## src/rtl/pipeline_pkg.sv

```systemverilog
// Shared types and constants for the pipeline hazard control slice.
package pipeline_pkg;

    localparam int unsigned REG_ADDR_W      = 5;
    localparam int unsigned MEM_TIMEOUT_DEF = 255;

    typedef enum logic {
        ST_RUN      = 1'b0,
        ST_MEM_WAIT = 1'b1
    } state_e;

    typedef struct packed {
        logic pc_we;
        logic ifid_we;
        logic idex_we;
        logic exmem_we;
        logic memwb_we;
        logic ifid_flush;
        logic idex_bubble;
    } ctrl_t;

    function automatic ctrl_t ctrl_make(
        input logic front_we,
        input logic back_we,
        input logic flush,
        input logic bubble
    );
        ctrl_t c;
        c.pc_we       = front_we;
        c.ifid_we     = front_we;
        c.idex_we     = back_we;
        c.exmem_we    = back_we;
        c.memwb_we    = back_we;
        c.ifid_flush  = flush;
        c.idex_bubble = bubble;
        return c;
    endfunction

endpackage

```

## src/rtl/hazard_detect.sv

```systemverilog
// Load-use hazard compare between the ID sources and a load sitting in EX.
module hazard_detect
    import pipeline_pkg::*;
(
    input  logic [REG_ADDR_W-1:0] id_rs1_i,
    input  logic [REG_ADDR_W-1:0] id_rs2_i,
    input  logic                  id_use_rs1_i,
    input  logic                  id_use_rs2_i,
    input  logic [REG_ADDR_W-1:0] ex_wr_reg_i,
    input  logic                  ex_mem_read_i,
    output logic                  load_use_o
);

    logic rs1_hit;
    logic rs2_hit;
    logic wr_valid;

    assign rs1_hit  = id_use_rs1_i && (id_rs1_i == ex_wr_reg_i);
    assign rs2_hit  = id_use_rs2_i && (id_rs2_i == ex_wr_reg_i);
    // x0 is never a real destination
    assign wr_valid = ex_wr_reg_i != '0;

    assign load_use_o = ex_mem_read_i && wr_valid && (rs1_hit || rs2_hit);

endmodule

```

## src/rtl/hazard_ctrl.sv

```systemverilog
// Pipeline stall/flush control: memory-wait FSM, load-use stall, branch flush,
// stall statistics and a sticky memory timeout flag.
module hazard_ctrl
    import pipeline_pkg::*;
#(
    parameter int unsigned MEM_TIMEOUT = MEM_TIMEOUT_DEF,
    parameter int unsigned CNT_WIDTH   = 16
) (
    input  logic                  clk,
    input  logic                  rst_n,
    input  logic [REG_ADDR_W-1:0] id_rs1_i,
    input  logic [REG_ADDR_W-1:0] id_rs2_i,
    input  logic                  id_use_rs1_i,
    input  logic                  id_use_rs2_i,
    input  logic [REG_ADDR_W-1:0] ex_wr_reg_i,
    input  logic                  ex_mem_read_i,
    input  logic                  ex_branch_taken_i,
    input  logic                  mem_req_i,
    input  logic                  mem_ready_i,
    output logic                  pc_we_o,
    output logic                  ifid_we_o,
    output logic                  idex_we_o,
    output logic                  exmem_we_o,
    output logic                  memwb_we_o,
    output logic                  ifid_flush_o,
    output logic                  idex_bubble_o,
    output logic [CNT_WIDTH-1:0]  stall_cnt_o,
    output logic                  mem_err_o
);

    localparam int unsigned WAIT_W = $clog2(MEM_TIMEOUT + 1);
    localparam logic [WAIT_W-1:0] WAIT_MAX = WAIT_W'(MEM_TIMEOUT);

    state_e               state_q, state_d;
    logic [WAIT_W-1:0]    wait_cnt_q, wait_cnt_d;
    logic [CNT_WIDTH-1:0] stall_cnt_q, stall_cnt_d;
    logic                 mem_err_q, mem_err_d;

    logic  load_use;
    logic  mem_stall;
    logic  m_rst, m_mem, m_flush, m_lu, m_norm;
    ctrl_t ctrl;

    hazard_detect u_detect (
        .id_rs1_i      (id_rs1_i),
        .id_rs2_i      (id_rs2_i),
        .id_use_rs1_i  (id_use_rs1_i),
        .id_use_rs2_i  (id_use_rs2_i),
        .ex_wr_reg_i   (ex_wr_reg_i),
        .ex_mem_read_i (ex_mem_read_i),
        .load_use_o    (load_use)
    );

    assign mem_stall = (state_q == ST_MEM_WAIT) || (mem_req_i && !mem_ready_i);

    assign m_rst   = !rst_n;
    assign m_mem   = rst_n && mem_stall;
    assign m_flush = rst_n && !mem_stall && ex_branch_taken_i;
    assign m_lu    = rst_n && !mem_stall && !ex_branch_taken_i && load_use;
    assign m_norm  = rst_n && !mem_stall && !ex_branch_taken_i && !load_use;

    // A taken branch also squashes any load-use stall in the same cycle
    always_comb begin
        ctrl = '0;
        unique case (1'b1)
            m_rst:   ctrl = ctrl_make(1'b0, 1'b0, 1'b0, 1'b0);
            m_mem:   ctrl = ctrl_make(1'b0, 1'b0, 1'b0, 1'b0);
            m_flush: ctrl = ctrl_make(1'b1, 1'b1, 1'b1, 1'b1);
            m_lu:    ctrl = ctrl_make(1'b0, 1'b1, 1'b0, 1'b1);
            m_norm:  ctrl = ctrl_make(1'b1, 1'b1, 1'b0, 1'b0);
            default: ctrl = '0;
        endcase
    end

    assign pc_we_o       = ctrl.pc_we;
    assign ifid_we_o     = ctrl.ifid_we;
    assign idex_we_o     = ctrl.idex_we;
    assign exmem_we_o    = ctrl.exmem_we;
    assign memwb_we_o    = ctrl.memwb_we;
    assign ifid_flush_o  = ctrl.ifid_flush;
    assign idex_bubble_o = ctrl.idex_bubble;

    always_comb begin
        state_d     = state_q;
        wait_cnt_d  = wait_cnt_q;
        mem_err_d   = mem_err_q;
        stall_cnt_d = stall_cnt_q;
        unique case (state_q)
            ST_RUN: begin
                if (mem_req_i && !mem_ready_i) begin
                    state_d    = ST_MEM_WAIT;
                    wait_cnt_d = '0;
                end
            end
            ST_MEM_WAIT: begin
                if (wait_cnt_q != WAIT_MAX) begin
                    wait_cnt_d = wait_cnt_q + 1'b1;
                end
                if (wait_cnt_d == WAIT_MAX) begin
                    mem_err_d = 1'b1;
                end
                if (mem_ready_i) begin
                    state_d = ST_RUN;
                end
            end
            default: state_d = ST_RUN;
        endcase
        if ((m_mem || m_lu) && (stall_cnt_q != '1)) begin
            stall_cnt_d = stall_cnt_q + 1'b1;
        end
    end

    always_ff @(posedge clk or negedge rst_n) begin
        if (!rst_n) begin
            state_q     <= ST_RUN;
            wait_cnt_q  <= '0;
            stall_cnt_q <= '0;
            mem_err_q   <= 1'b0;
        end else begin
            state_q     <= state_d;
            wait_cnt_q  <= wait_cnt_d;
            stall_cnt_q <= stall_cnt_d;
            mem_err_q   <= mem_err_d;
        end
    end

    assign stall_cnt_o = stall_cnt_q;
    assign mem_err_o   = mem_err_q;

endmodule

```

## config.mk

```make
export PLATFORM = sky130hd
export DESIGN_NAME = hazard_ctrl
export DESIGN_NICKNAME = d
export VERILOG_FILES = /design/src/rtl/pipeline_pkg.sv /design/src/rtl/hazard_detect.sv /design/src/rtl/hazard_ctrl.sv
export SDC_FILE = /design/constraint.sdc
export NUM_CORES = 1
export LEC_CHECK = 0
export BUFFER_PORTS_ARGS = -buffer_cell sky130_fd_sc_hd__buf_4
export CORE_MARGIN = 2
export CORE_UTILIZATION = 33
export DETAILED_ROUTE_END_ITERATION = 16
export GPL_TIMING_DRIVEN = 0
export HOLD_SLACK_MARGIN = 0.05
export PLACE_DENSITY_LB_ADDON = 0.3
export RECOVER_POWER = 50
export SLEW_MARGIN = 20
export SYNTH_ARGS = -nofsm -noshare
export SYNTH_HDL_FRONTEND = slang
export SYNTH_SLANG_ARGS = --single-unit
```

## constraint.sdc

```tcl
create_clock -name clk -period 1.9 [get_ports clk]
set_input_delay 0 -clock clk [delete_from_list [all_inputs] [get_ports clk]]
set_output_delay 0 -clock clk [all_outputs]
set_load 0.03 [all_outputs]
```

* After elaboration in Yosys (flattened, before gate mapping)
Index checks and enable logic that the tools add are counted.
Storage, ports and cells: register bits 26, bits of input ports 23, output and inout bits 24, word-level logic and storage cells 42
Operators by class: add/subtract/negate cells 2, eq/ne operators 6, mux-type cells 8, bitwise logic cells 1, reduce and logical (&&, ||, !) cells 21
Operators with widths (count):
- 8-bit two-way mux | 3
- 7-bit one-hot mux with 3 select lines | 1
- 16-bit by 1-bit adder with 16-bit output, second input constant | 1
- 16-bit inequality test, second input constant | 1
- 8-bit one-hot mux with 2 select lines | 1
- 1-bit logical AND | 12
- 5-bit equality test | 2
- 8-bit by 1-bit adder with 8-bit output, second input constant | 1
- 8-bit equality test, second input constant | 1
- 8-bit inequality test, second input constant | 1
- 5-bit nonzero test | 1
- 1-bit logical NOT | 4
- 1-bit logical OR | 3
- 1-bit two-way mux | 2
- 2-bit inequality test, second input constant | 1
- 1-bit one-hot mux with 2 select lines | 1
- 2-bit AND reduction | 1
- 1-bit inverter | 1

* Depth between registers and ports, before layout
depth after elaboration 9, gate-level depth with buffers 8, gate-level depth less buffers 7

* Modules after synthesis
A second synthesis with hierarchy kept.
Unflattened totals: cell total of the unflattened synthesis 169, area total of the unflattened synthesis 1649.1 um^2
Modules (own cells, without submodules):
- hazard_ctrl | instances 1, cells an instance 152, area each 1515.2 um^2, seq. area each 650.6 um^2
- hazard_detect | instances 1, cells an instance 17, area each 133.9 um^2, seq. area each 0.0 um^2

* Least setup slack after synthesis
Ideal clock, no wire load.
path kind reg-to-reg, start point reg stall_cnt_q[0] (netlist: stall_cnt_o[0]), end point reg stall_cnt_q[9] (netlist: stall_cnt_o[9]), library setup time 0.138 ns, arrival 2.038 ns, setup slack -0.276 ns, cell stages (with the launch flop) 9, path buffers 1, clock period less this slack 2.176 ns, path through dfrtp_1 ha_1 nand3_1 nor4_2 a31oi_1 a21oi_2 buf_6 nor2_2 xor2_1
On the way: word-level cells in the longest chain between the ends 2
Ends and longest elaborated chain:
- start: declaration | line hazard_ctrl.sv:36 | logic [CNT_WIDTH-1:0] stall_cnt_q, stall_cnt_d;
- start signal: assignment | line hazard_ctrl.sv:122 | stall_cnt_q <= stall_cnt_d;
- branches (longest 2 deep; another with 16-bit by 1-bit adder with 16-bit output)
Parallel ways; which one is timed is not known. A chain may end at the register's enable or synchronous reset.

* Final worst setup path
start point reg stall_cnt_q[1] (netlist: stall_cnt_o[1]), end point reg stall_cnt_q[1] (netlist: stall_cnt_o[1])
The elaborated chain is that of the path after synthesis.

==> impl_metrics.ini <==
[setup_path]
crit_fanout = 5
end_kind = flop
cpMaxStageDelayCell = dfrtp_2
critical-path-top-delay-family = compound AO/OA/AOI/OAI gates
worstSetupStartpointType = flop
critPathKind = reg -> reg
critPathArrivalTime_ns = 1.99
required_ns = 2.07
worstPathCellList = ha_4, nand3_4, nor4_4, a31oi_1, a21oi_2, buf_4, mux2_4
critPathBufInv = 1
cp_slowest_stage_delay_ns = 0.40

[sta]
fin_crit_ns = 1.82
tightest_slew_ns = 1.21
maxSlewHeadroom = 0.194
finalCritPeriodShare = 0.958
fin_setup_tns_ns = 0
skew_ns = 0.00507
hold_viol_final = 0
setup_violations = 0
slew_viol_final = 0
rsz0062_at_grt = true
fmax_ghz = 0.550
whs_ns = 0.190

[yosys]
ys_top_cells_by_area = dfrtp_1, xor2_1, xnor2_1, nand3_1, nor2_2
synth_common_cells = dfrtp_1, xor2_1, nand3_1
avgSynthCellArea_um2 = 9.34
synth.largest_area_cell = dfrtp_1
yosys_warnings = 0
yosysMostFrequentCell = dfrtp_1
async_flop_share = 1.00
synth_edf_count = 0
syn_inst = 173
syn_nets = 198
syn_area_um2 = 1620
ys_ff_latch = 26
synthDistinctLibCells = 40
synth_ff_type = dfrtp_1
synth_top_area_share = 0.402
seq_area_frac_synth = 0.402

[route]
vias = 1544
first_pass_iters = 4
drc_errors = 0
wl_per_cell_um = 13.2
viasPerCell = 4.89
drtIter0Drc = 77
wirelength_um = 4180
drtAntennaViolNets = 0

[die]
fp-row-count = 25
fp.dieArea_um2 = 5470
initial_core_util = 0.342
core-area_um2 = 4720
ios = 47
die_h_um = 74.0
die_x_um = 74.0

[cts]
clkTransAtPathRegs_ns = 0.10
htree_levels = 1
ctsLongestPathBuffers = 2
clock_latency_ns = 0.28
cts_buffers = 3
root_buffer = clkbuf_8
cts_tree = done
cts_num_sinks = 26

[grt]
track_usage = 0.164
grt_pass1_vias = 1625
grt_pass1_wl_um = 7120
grt.met3_usage = 0.0298
grt_start_max_net_pins = 27
grt-ovfl-total = 0
antenna_found_initial = 0
met2_usage = 0.308
grtUsageMet1 = 0.197
busiest_layer = met2

[place]
io_buffers = 46
place.gp.congestion = 0.778
hpwlAfterDp_um = 2790

[finish]
final_core_util = 0.515
layout-drive-gt1-share = 0.454
area_growth_pct = 50.6
insertedDiodeCount = 0
fin_nets = 275

[power_and_ir_drop]
comb_power_share = 0.384
ir_drop_v = 0.000536
p_per_area_nw_per_um2 = 821
sw_frac_of_total = 0.353
seqPwrFrac = 0.378
clkPwrFrac = 0.238
p_sw_w = 0.000704
p_total_w = 0.00200
power.leakage_nw = 1.13
internal_power_w = 0.00129

[flow_run]
maxCapViolations = 0

[min_path]
hp-class = in -> reg

[run_status]
status = completed
==> worst paths after layout <==
kind | startpoint | to | slack [ns] | cells past startpoint
max | stall_cnt_o[1]$_DFFE_PN0P_ | stall_cnt_o[1]$_DFFE_PN0P_ | 0.08 | 7
min | ex_branch_taken_i | stall_cnt_o[12]$_DFFE_PN0P_ | 0.19 | 5
max reg2reg | stall_cnt_o[1]$_DFFE_PN0P_ | stall_cnt_o[1]$_DFFE_PN0P_ | 0.08 | 7
min reg2reg | mem_err_o$_DFFE_PN0P_ | mem_err_o$_DFFE_PN0P_ | 0.47 | 2
max in group asynchronous | rst_n | stall_cnt_o[10]$_DFFE_PN0P_ | 0.28 | 3
min in group asynchronous | rst_n | stall_cnt_o[2]$_DFFE_PN0P_ | 0.82 | 3
==> layer usage <==
metal,vias up,part of all wire
met3,2,0.034
met1,766,0.44
met4,0,0.0045
met5,-,0
li1,751,-
met2,25,0.52
==> area by class of cell <==
cell class	instances	area (um^2)
Timing Repair Buffer	75	557
Inverter	7	26.3
Fill cell	450	2290
Clock buffer	3	41.3
Clock inverter	1	30.0
Sequential cell	26	664
Multi-Input combinational cell	131	993
Tap cell	67	83.8
Buffer	6	38.8
==> worst reg2reg max path: stages, from the launching register on <==
cell     delay, ns
dfrtp_2       0.40
ha_4          0.15
nand3_4       0.09
nor4_4        0.20
a31oi_1       0.14
a21oi_2       0.27
buf_4         0.17
mux2_4        0.28
==> flip-flops by register name (all words and copies together), names as in the netlist <==
register / count
stall_cnt_o: 16
wait_cnt_q: 8
mem_err_o: 1
state_q: 1
==> metrics by stage <==
stage | setup slack [ns] | area (um^2) | instances
floorplan | 0.00343 | 1660 | 173
global placement | -0.200 | 2080 | 286
detailed placement | -0.206 | 2080 | 286
CTS | -0.0116 | 2350 | 306
global route | -0.0484 | 2430 | 316
finish | 0.0805 | 2430 | 316
==> cells by family after synthesis <==
kind of cell               share of synthesized area
DFF                                            0.402
xor gates and xnor gates                       0.152
and+or+nand+nor                                0.238
buffers and inverters                         0.0503
muxes                                         0.0263
adders and majority gates                     0.0155
AOI/OAI and AO/OA                              0.115
==> repair_timing <==
| action | in CTS | in global routing |
|---|---|---|
| endpoints found under the setup margin | 20 | 18 |
| resized for setup | 13 | 9 |
| setup buffers | 11 | 13 |
| pin swaps | 9 | 4 |
| hold endpoints to repair | 27 | 0 |
| cloned | 1 | 0 |
| hold buffers | 4 | 0 |
==> layout by cell type (no fill, tap or decap), types with 5 or more instances in the layout <==
master	n
nor2_2	5
dfrtp_2	11
and3_1	6
buf_4	69
nor2_1	9
a21oi_1	8
dfrtp_1	15
xor2_1	15
nand3_1	10
inv_1	7
clkbuf_1	6
xnor2_1	12
nand2_1	12
==> power groups by stage <==
stage	logic, W	clock network (W)	registers (W)
after floorplan	0.000253	0	0.000886
after global placement	0.000593	0	0.000777
after detailed placement	0.000599	0	0.000780
after CTS	0.000728	0.000481	0.000755
after global routing	0.000835	0.000499	0.000773
final	0.000767	0.000475	0.000756
Power figures use the tool's default switching activity.
